## src/rtl/pea_pkg.sv

```systemverilog
// Shared PEA definitions: datapath width, output-collector state encoding and row counter width.
package pea_pkg;

   localparam int unsigned N_BITS        = 32;
   localparam int unsigned OUT_ROW_CNT_W = 16;

   typedef enum logic [1:0] {
      C_IDLE  = 2'd0,
      C_RUN   = 2'd1,
      C_DRAIN = 2'd2,
      C_DONE  = 2'd3
   } collector_state_t;

endpackage

```

## src/rtl/s_out_row_fifo.sv

```systemverilog
// Synchronous row FIFO, DEPTH entries (power of 2), head visible combinationally from storage.
module s_out_row_fifo #(
   parameter int unsigned WIDTH = 128,
   parameter int unsigned DEPTH = 4
) (
   input  logic                       clk_i,
   input  logic                       rst_i,
   input  logic                       push_i,
   input  logic [WIDTH-1:0]           data_i,
   input  logic                       pop_i,
   output logic [WIDTH-1:0]           data_o,
   output logic                       full_o,
   output logic                       empty_o,
   output logic [$clog2(DEPTH+1)-1:0] count_o
);

   localparam int unsigned PTR_W = $clog2(DEPTH);
   localparam int unsigned CNT_W = $clog2(DEPTH + 1);

   logic [WIDTH-1:0] mem_q [DEPTH];
   logic [PTR_W-1:0] wr_ptr_q;
   logic [PTR_W-1:0] rd_ptr_q;
   logic [CNT_W-1:0] count_q;
   logic             do_push;
   logic             do_pop;

   assign do_push = push_i && !full_o;
   assign do_pop  = pop_i && !empty_o;

   always_ff @(posedge clk_i) begin
      if (rst_i) begin
         wr_ptr_q <= '0;
         rd_ptr_q <= '0;
         count_q  <= '0;
      end else begin
         if (do_push) wr_ptr_q <= wr_ptr_q + PTR_W'(1);
         if (do_pop)  rd_ptr_q <= rd_ptr_q + PTR_W'(1);
         count_q <= count_q + CNT_W'(do_push) - CNT_W'(do_pop);
      end
   end

   // Storage needs no reset; occupancy is tracked by count_q.
   always_ff @(posedge clk_i) begin
      if (do_push) mem_q[wr_ptr_q] <= data_i;
   end

   assign data_o  = mem_q[rd_ptr_q];
   assign full_o  = (count_q == CNT_W'(DEPTH));
   assign empty_o = (count_q == '0);
   assign count_o = count_q;

endmodule

```

## src/rtl/s_pea_out_collector.sv

```systemverilog
// Streaming sink at the PEA output edge: captures rows, buffers them, serializes enabled lanes.
// Optional stall counter port stall_cnt_o when S_COLLECT_PERF_EN is defined.
module s_pea_out_collector #(
   parameter int unsigned N_LANES = 4,
   parameter int unsigned N_BITS  = pea_pkg::N_BITS,
   parameter int unsigned DEPTH   = 4
) (
   input  logic                         clk_i,
   input  logic                         rst_i,
   input  logic                         start_i,
   input  logic [15:0]                  n_rows_i,
   input  logic [N_LANES-1:0]           lane_en_i,
   input  logic [N_LANES*N_BITS-1:0]    pe_res_i,
   input  logic [N_LANES-1:0]           pe_valid_i,
   output logic                         pea_ready_o,
   output logic [N_BITS-1:0]            out_data_o,
   output logic [$clog2(N_LANES)-1:0]   out_lane_o,
   output logic                         out_last_o,
   output logic                         out_valid_o,
   input  logic                         out_ready_i,
   output logic                         busy_o,
   output logic                         done_o,
`ifdef S_COLLECT_PERF_EN
   output logic [31:0]                  stall_cnt_o,
`endif
   output logic                         err_o
);

   import pea_pkg::*;

   localparam int unsigned LANE_W = $clog2(N_LANES);
   localparam int unsigned CNT_W  = $clog2(DEPTH + 1);
   localparam int unsigned ROW_W  = N_LANES * N_BITS;
   localparam int unsigned RC_W   = OUT_ROW_CNT_W;

   collector_state_t   state_q, state_nxt;
   logic [RC_W-1:0]    n_rows_q;
   logic [RC_W-1:0]    cap_cnt_q;
   logic [RC_W-1:0]    out_row_q;
   logic [N_LANES-1:0] lane_en_q;
   logic [LANE_W-1:0]  lane_q;
   logic               pea_ready_q;
   logic               err_q;
   logic               zero_done_q;

   logic [ROW_W-1:0]   head_row;
   logic [CNT_W-1:0]   fifo_cnt;
   logic [CNT_W-1:0]   fifo_cnt_nxt;
   logic               fifo_full;
   logic               fifo_empty;

   logic               start_acc;
   logic               start_ok;
   logic [N_LANES-1:0] en_valid;
   logic               cap_win;
   logic               push;
   logic               skew;
   logic               hs;
   logic               pop;
   logic               lane_last;
   logic               row_last;

   function automatic logic [LANE_W-1:0] low_lane(input logic [N_LANES-1:0] m);
      low_lane = '0;
      for (int i = int'(N_LANES) - 1; i >= 0; i--)
         if (m[i]) low_lane = LANE_W'(i);
   endfunction

   // Next enabled lane above cur, wrapping to the lowest enabled lane.
   function automatic logic [LANE_W-1:0] next_lane(input logic [N_LANES-1:0] m,
                                                   input logic [LANE_W-1:0]  cur);
      next_lane = low_lane(m);
      for (int i = int'(N_LANES) - 1; i >= 0; i--)
         if (m[i] && i > int'(cur)) next_lane = LANE_W'(i);
   endfunction

   assign start_acc    = start_i && (state_q == C_IDLE);
   assign start_ok     = start_acc && (n_rows_i != '0) && (lane_en_i != '0);
   assign en_valid     = pe_valid_i & lane_en_q;
   assign cap_win      = (state_q == C_RUN) && pea_ready_q;
   assign push         = cap_win && (en_valid == lane_en_q) && !fifo_full;
   assign skew         = cap_win && (en_valid != '0) && (en_valid != lane_en_q);
   assign hs           = !fifo_empty && out_ready_i;
   assign lane_last    = (next_lane(lane_en_q, lane_q) <= lane_q);
   assign pop          = hs && lane_last;
   assign row_last     = (out_row_q == n_rows_q - RC_W'(1));
   assign fifo_cnt_nxt = fifo_cnt + CNT_W'(push) - CNT_W'(pop);

   s_out_row_fifo #(
      .WIDTH (ROW_W),
      .DEPTH (DEPTH)
   ) u_fifo (
      .clk_i   (clk_i),
      .rst_i   (rst_i),
      .push_i  (push),
      .data_i  (pe_res_i),
      .pop_i   (pop),
      .data_o  (head_row),
      .full_o  (fifo_full),
      .empty_o (fifo_empty),
      .count_o (fifo_cnt)
   );

   always_ff @(posedge clk_i) begin
      if (rst_i) state_q <= C_IDLE;
      else       state_q <= state_nxt;
   end

   always_comb begin
      state_nxt = state_q;
      case (state_q)
         C_IDLE:  if (start_ok) state_nxt = C_RUN;
         C_RUN:   if (push && (cap_cnt_q == n_rows_q - RC_W'(1))) state_nxt = C_DRAIN;
         C_DRAIN: if (fifo_empty || (pop && row_last)) state_nxt = C_DONE;
         C_DONE:  state_nxt = C_IDLE;
         default: state_nxt = C_IDLE;
      endcase
   end

   always_comb begin
      busy_o      = (state_q != C_IDLE);
      done_o      = (state_q == C_DONE) || zero_done_q;
      out_valid_o = !fifo_empty;
      out_lane_o  = fifo_empty ? '0 : lane_q;
      out_data_o  = fifo_empty ? '0 : head_row[lane_q*N_BITS +: N_BITS];
      out_last_o  = !fifo_empty && lane_last && row_last;
   end

   // Job bookkeeping, skew flag and registered backpressure.
   always_ff @(posedge clk_i) begin
      if (rst_i) begin
         n_rows_q    <= '0;
         cap_cnt_q   <= '0;
         out_row_q   <= '0;
         lane_en_q   <= '0;
         lane_q      <= '0;
         err_q       <= 1'b0;
         zero_done_q <= 1'b0;
         pea_ready_q <= 1'b1;
      end else begin
         zero_done_q <= start_acc && !start_ok;
         if (start_acc) begin
            n_rows_q  <= n_rows_i;
            lane_en_q <= lane_en_i;
            cap_cnt_q <= '0;
            out_row_q <= '0;
            lane_q    <= low_lane(lane_en_i);
            err_q     <= 1'b0;
         end else begin
            if (push) cap_cnt_q <= cap_cnt_q + RC_W'(1);
            if (skew) err_q <= 1'b1;
            if (hs) begin
               lane_q <= next_lane(lane_en_q, lane_q);
               if (lane_last) out_row_q <= out_row_q + RC_W'(1);
            end
         end
         // Headroom for one in-flight capture after ready drops.
         pea_ready_q <= (fifo_cnt_nxt <= CNT_W'(DEPTH - 2)) || (state_nxt != C_RUN);
      end
   end

   assign pea_ready_o = pea_ready_q;
   assign err_o       = err_q;

`ifdef S_COLLECT_PERF_EN
   logic [31:0] stall_cnt_q;

   always_ff @(posedge clk_i) begin
      if (rst_i)
         stall_cnt_q <= '0;
      else if (start_acc)
         stall_cnt_q <= '0;
      else if ((state_q == C_RUN) && !pea_ready_q && (stall_cnt_q != '1))
         stall_cnt_q <= stall_cnt_q + 32'd1;
   end

   assign stall_cnt_o = stall_cnt_q;
`endif

endmodule

```

## config.mk

```make
export PLATFORM = sky130hd
export DESIGN_NAME = s_pea_out_collector
export DESIGN_NICKNAME = d
export VERILOG_FILES = /design/src/rtl/pea_pkg.sv /design/src/rtl/s_out_row_fifo.sv /design/src/rtl/s_pea_out_collector.sv
export SDC_FILE = /design/constraint.sdc
export NUM_CORES = 1
export LEC_CHECK = 0
export BUFFER_PORTS_ARGS = -buffer_cell sky130_fd_sc_hd__buf_2
export CAP_MARGIN = 5
export CORE_AREA = 2 2 403 205
export DETAILED_ROUTE_END_ITERATION = 16
export DIE_AREA = 0 0 405 207
export PLACE_DENSITY = 0.49
export SLEW_MARGIN = 25
export SYNTH_ARGS = -nofsm -noshare
export SYNTH_HDL_FRONTEND = slang
export SYNTH_HIERARCHICAL = 1
export SYNTH_SLANG_ARGS = --single-unit
export TNS_END_PERCENT = 5
```

## constraint.sdc

```tcl
create_clock -name clk_i -period 14.1 [get_ports clk_i]
set_input_delay 4.23 -clock clk_i [delete_from_list [all_inputs] [get_ports clk_i]]
set_output_delay 4.23 -clock clk_i [all_outputs]
set_load 0.01 [all_outputs]
```

; After elaboration in Yosys (flattened, before gate mapping)
; Memory sizes are Yosys's and may differ from the RTL's. A register that Yosys moved wholly into a read port is not among the register bits.
; Cells that the tools add are included.
[classes]
n_eq_ne = 9
n_shift = 1
muxes = 23
reduce_logical = 35
add_sub_neg = 9
bitwise = 1
magnitude_cmp = 5
[op_table]
columns = cell, count
row1 = 128-bit by 8-bit variable part select with 32-bit output, 1
row2 = 2-bit 2-to-1 mux, 19
row3 = 16-bit by 1-bit adder with 16-bit output (second input constant), 2
row4 = 16-bit equality test, 2
row5 = 32-bit 2-to-1 mux, 1
row6 = 1-bit logical AND, 20
row7 = 16-bit nonzero test, 1
row8 = 16-bit by 1-bit subtractor with 16-bit output (second input constant), 1
row9 = 2-bit one-hot mux with 4 select lines, 1
row10 = 4-bit nonzero test, 2
row11 = 3-bit by 1-bit adder with 3-bit output, 2
row12 = 3-bit by 1-bit subtractor with 3-bit output, 2
row13 = 2-bit by 1-bit adder with 2-bit output (second input constant), 2
row14 = 4-bit AND, 1
row15 = 2-bit equality test (second input constant), 2
row16 = 4-bit equality test, 1
row17 = 2-bit > comparator (first input constant), 2
row18 = 4-bit inequality test, 1
row19 = 2-bit nonzero test, 2
row20 = 3-bit equality test (second input constant), 1
row21 = 3-bit by 2-bit <= comparator with 1-bit output (second input constant), 1
row22 = 1-bit logical NOT, 3
row23 = 3-bit logical NOT, 1
row24 = 1-bit logical OR, 3
row25 = 8 further kinds, 9
[totals]
ram_bits = 512
n_memories = 1
reg_bits = 66
[memory_table]
columns = memory, depth, word_bits, read_ports, rd_ports_with_merged_regs, write_ports, line
row1 = u_fifo.mem_q, 4, 128, 1, 1, 1, s_out_row_fifo.sv:20  ; logic [WIDTH-1:0] mem_q [DEPTH];

; Longest topological paths before layout
[depth]
depth_word = 15
mapped_depth = 20
mapped_depth_nobuf = 18

; Hierarchy
; Netlist, hierarchy kept.
[by_module_without_submodules]
columns = mod, cells_each, area_per_inst_um2, instances, seq_area_each_um2
row1 = s_out_row_fifo, 719, 19038.3, 1, 15554.9
row2 = s_pea_out_collector, 591, 4858.4, 1, 1181.1

; Least setup slack after synthesis
; Ideal clock, no wire load.
[synth_path]
path_type = input to register
from = in pe_valid_i[2]
to = mem u_fifo.mem_q[0][0] (enable)
n_path_buf = 0
stages = 7
setup_time_ns = 0.502
t_arrival_ns = 8.047
path_slack_ns = 5.550
path_cell_list = nand2b_1 o2111a_1 nand2_1 clkinv_1 inv_1 nor2_1 and2_1
[synth_via]
elab_chain_len = 7
[synth_lines]
columns = element, line
row1 = start: declaration, s_pea_out_collector.sv:14  ; input logic [N_LANES-1:0] pe_valid_i,
row2 = 4-bit AND, s_pea_out_collector.sv:79  ; assign en_valid = pe_valid_i & lane_en_q;
row3 = 4-bit equality test, s_pea_out_collector.sv:81  ; assign push = cap_win && (en_valid == lane_en_q) && !fifo_full;
row4 = 1-bit logical AND (2 in series), s_pea_out_collector.sv:81
row5 = net push, s_pea_out_collector.sv:56  ; logic push;
row6 = 1-bit logical AND, s_out_row_fifo.sv:27  ; assign do_push = push_i && !full_o;
row7 = 1-bit 2-to-1 mux, s_out_row_fifo.sv:44  ; if (do_push) mem_q[wr_ptr_q] <= data_i;
row8 = 1-bit 2-to-1 mux (implied by the code), s_out_row_fifo.sv:44
row9 = end: declaration, s_out_row_fifo.sv:20
; The timed path passes the listed nets, and every way through them passes these cells.

==> metrics.txt <==
status completed; Final Max Tran Viols 0; Yosys top cell by area edfxtp_1; top cell type's share of synthesized area 64.3%; buffers inserted by post-CTS timing repair 0; total grt overflow 0; CTS Buffer Depth 3; residual DRC count 0; layout cells sized above 1 30.4%; CTS resizes 0; total number of vias 12685; Sink Count 580; Net count, final 1681; via/cell ratio 4.77; FF+latch count, synth 580; synthesized area per cell 18.2 µm²; antenna viol nets, final 0; full die area 83800 µm²; crit end category output pin; drt pass-1 iters 5; top cells by area, synth edfxtp_1 (64%), mux4_2 (15%), dfxtp_1 (5.7%), xor2_1 (1.3%), xnor2_1 (1.1%); Syn Nets 1481; IO buf count 195; max capacitance violation total 0; Routability Congestion 0.898; Worst-path clk slew 60 ps; Rows 74; CP Class reg2out; Lkg Pwr 8.88 nW; synth warn 6; 1st-iter DRT viols 1086; Core ar. 80600 µm²; Layout Skew 29.6 ps; worst slew pin tran 1050 ps; H-tree levels 2; Slew headroom 29.8%; vias in the first global route 12743; number of hold violations in the final report 0; non-filler cells, final 2662; GRT met1 Usage 21.1%; I/O pin count 196; Final period util 59.6%; Cell Area, Synth 23900 µm²; Req. time, crit path 9870 ps; Hold WC Path Type reg2reg; mean routed wirelength per cell 22.0 µm; initial antenna violation count 18; met3 Use GR 3.27%; GR Util met2 20.2%; top cells by count, synth edfxtp_1 (512), mux4_2 (160), nand2_1 (69), nor2_1 (69), dfxtp_1 (68); top-count cell post-synth edfxtp_1; CTS buffer count 54; DP Cell Count 2556; RSZ-0062 raised after global routing no; gr busiest metal met1; Yosys cell types 68; Die Ht 207 µm; ys async rst share 0%; HPWL Detailed 36900 µm; sequential-to-total area share from yosys stat 70.0%; Cell Pwr Density 156 nW/µm²; FMAX 119 MHz; final WL 58500 µm; Final setup viols 0; hold-fix buffers at CTS 0; most used flip-flop cell after synthesis edfxtp_1; critical path peak fanout 35; root buffer cell clkbuf_16; crit start category register; overall global routing resource usage 13.9%; global-route wire length before repair 86200 µm; Arr. time, crit path 4180 ps; Fin Setup TNS 0 ps; EDFF count, synth 512; Mapped Cells 1310; worst skew pair latency 620 ps; Max IR drop VDD 0.0000836 V; largest net degree at the start of global routing 65; DIE WIDTH 405 µm; filler instances 7678; TritonCTS clock tree done; min Tclk post-route 8410 ps; initial core utilization 29.6%; area delta synth->final 16.2%
cell usage in the layout (no fill, tap or decap), types with 8 or more instances in the layout:
cell,instances
clkbuf_16,54
nand4_1,10
buf_4,18
clkbuf_1,10
xor2_1,35
bufinv_16,9
edfxtp_1,512
clkinv_1,11
nand2_1,69
buf_2,195
nand3_1,19
dfxtp_1,64
nor3_1,18
o21ai_0,12
nor4_1,10
xnor2_1,31
nor2_1,69
inv_1,24
mux4_2,160
nand2b_1,12
clkinv_2,8
and2_1,36
a21oi_1,41
ha_1,13
worst max-delay path, cell delays in order (launching register included):
cell	delay (ps)
dfxtp_4	680
buf_4	660
buf_4	700
mux4_2	590
mux4_2	530
and2_1	200
buf_2	140
routing by layer:
layer | wire (µm) | up-vias
met5 | 55 | -
met4 | 1050 | 8
met3 | 3450 | 92
met2 | 25300 | 335
met1 | 28700 | 6616
li1 | - | 5634
logic make-up after synthesis:
kind of cell	after synthesis	synth area share, %
flops	580	70.0
simple gates	290	6.20
mux	163	15.2
compound gates	99	2.73
buf+inv	97	2.56
xor+xnor	66	2.42
fa+ha+maj	15	0.848
cell type report:
cell class	instances	area [µm²]	area share, %
Tap cell	1102	1380	4.96
Multi-Input combinational cell	633	6570	23.6
Clock inverter	37	453	1.63
Clock buffer	64	1390	5.00
Sequential cell	580	16700	60.3
Antenna cell	5	12.5	0.0450
Inverter	26	97.6	0.351
Timing Repair Buffer	215	1130	4.08
power breakdown:
| group | switching (mW) | internal, mW |
|---|---|---|
| Sequential | 0.0456 | 2.00 |
| Combinational | 0.442 | 0.309 |
| Clock | 0.649 | 0.874 |
| Total | 1.14 | 3.18 |
per-stage QoR:
step / power, mW / setup slack [ps] / hold slack [ps] / cell area, µm² / util, %
2_1_floorplan: 2.56 / 5550 / 459 / 23900 / -
3_5_place_dp: 2.85 / 6130 / 470 / 25900 / 32.1
3_3_place_gp: 2.85 / 6150 / 465 / 25900 / 32.1
6_report: 4.32 / 5690 / 486 / 27800 / 34.4
4_1_cts: 4.40 / 5450 / 485 / 27800 / 34.4
5_1_grt: 4.53 / 5260 / 520 / 27800 / 34.4
worst paths after layout:
kind	from	end	slack (ps)	depth (start not counted)
worst max-delay path	register	out_data_o[10]	5690	6
worst min-delay path	err_o$_SDFFE_PP0P_	err_o$_SDFFE_PP0P_	490	2
worst max register to register	lane_q[0]$_SDFFE_PP0P_	pea_ready_o$_SDFF_PP1_	9200	19
worst min register to register	err_o$_SDFFE_PP0P_	err_o$_SDFFE_PP0P_	490	2
flip-flops by register name, indices dropped and copies added, names as in the netlist, named ones only:
| register | count |
|---|---|
| u_fifo/count_o | 3 |
| lane_en_q | 4 |
| n_rows_q | 16 |
| lane_q | 2 |
| u_fifo/rd_ptr_q | 2 |
| state_q | 2 |
| cap_cnt_q | 16 |
| u_fifo/wr_ptr_q | 2 |
| out_row_q | 16 |
| u_fifo/mem_q | 512 |
| pea_ready_o | 1 |
| err_o | 1 |
| zero_done_q | 1 |
Power figures use the tool's default switching activity.
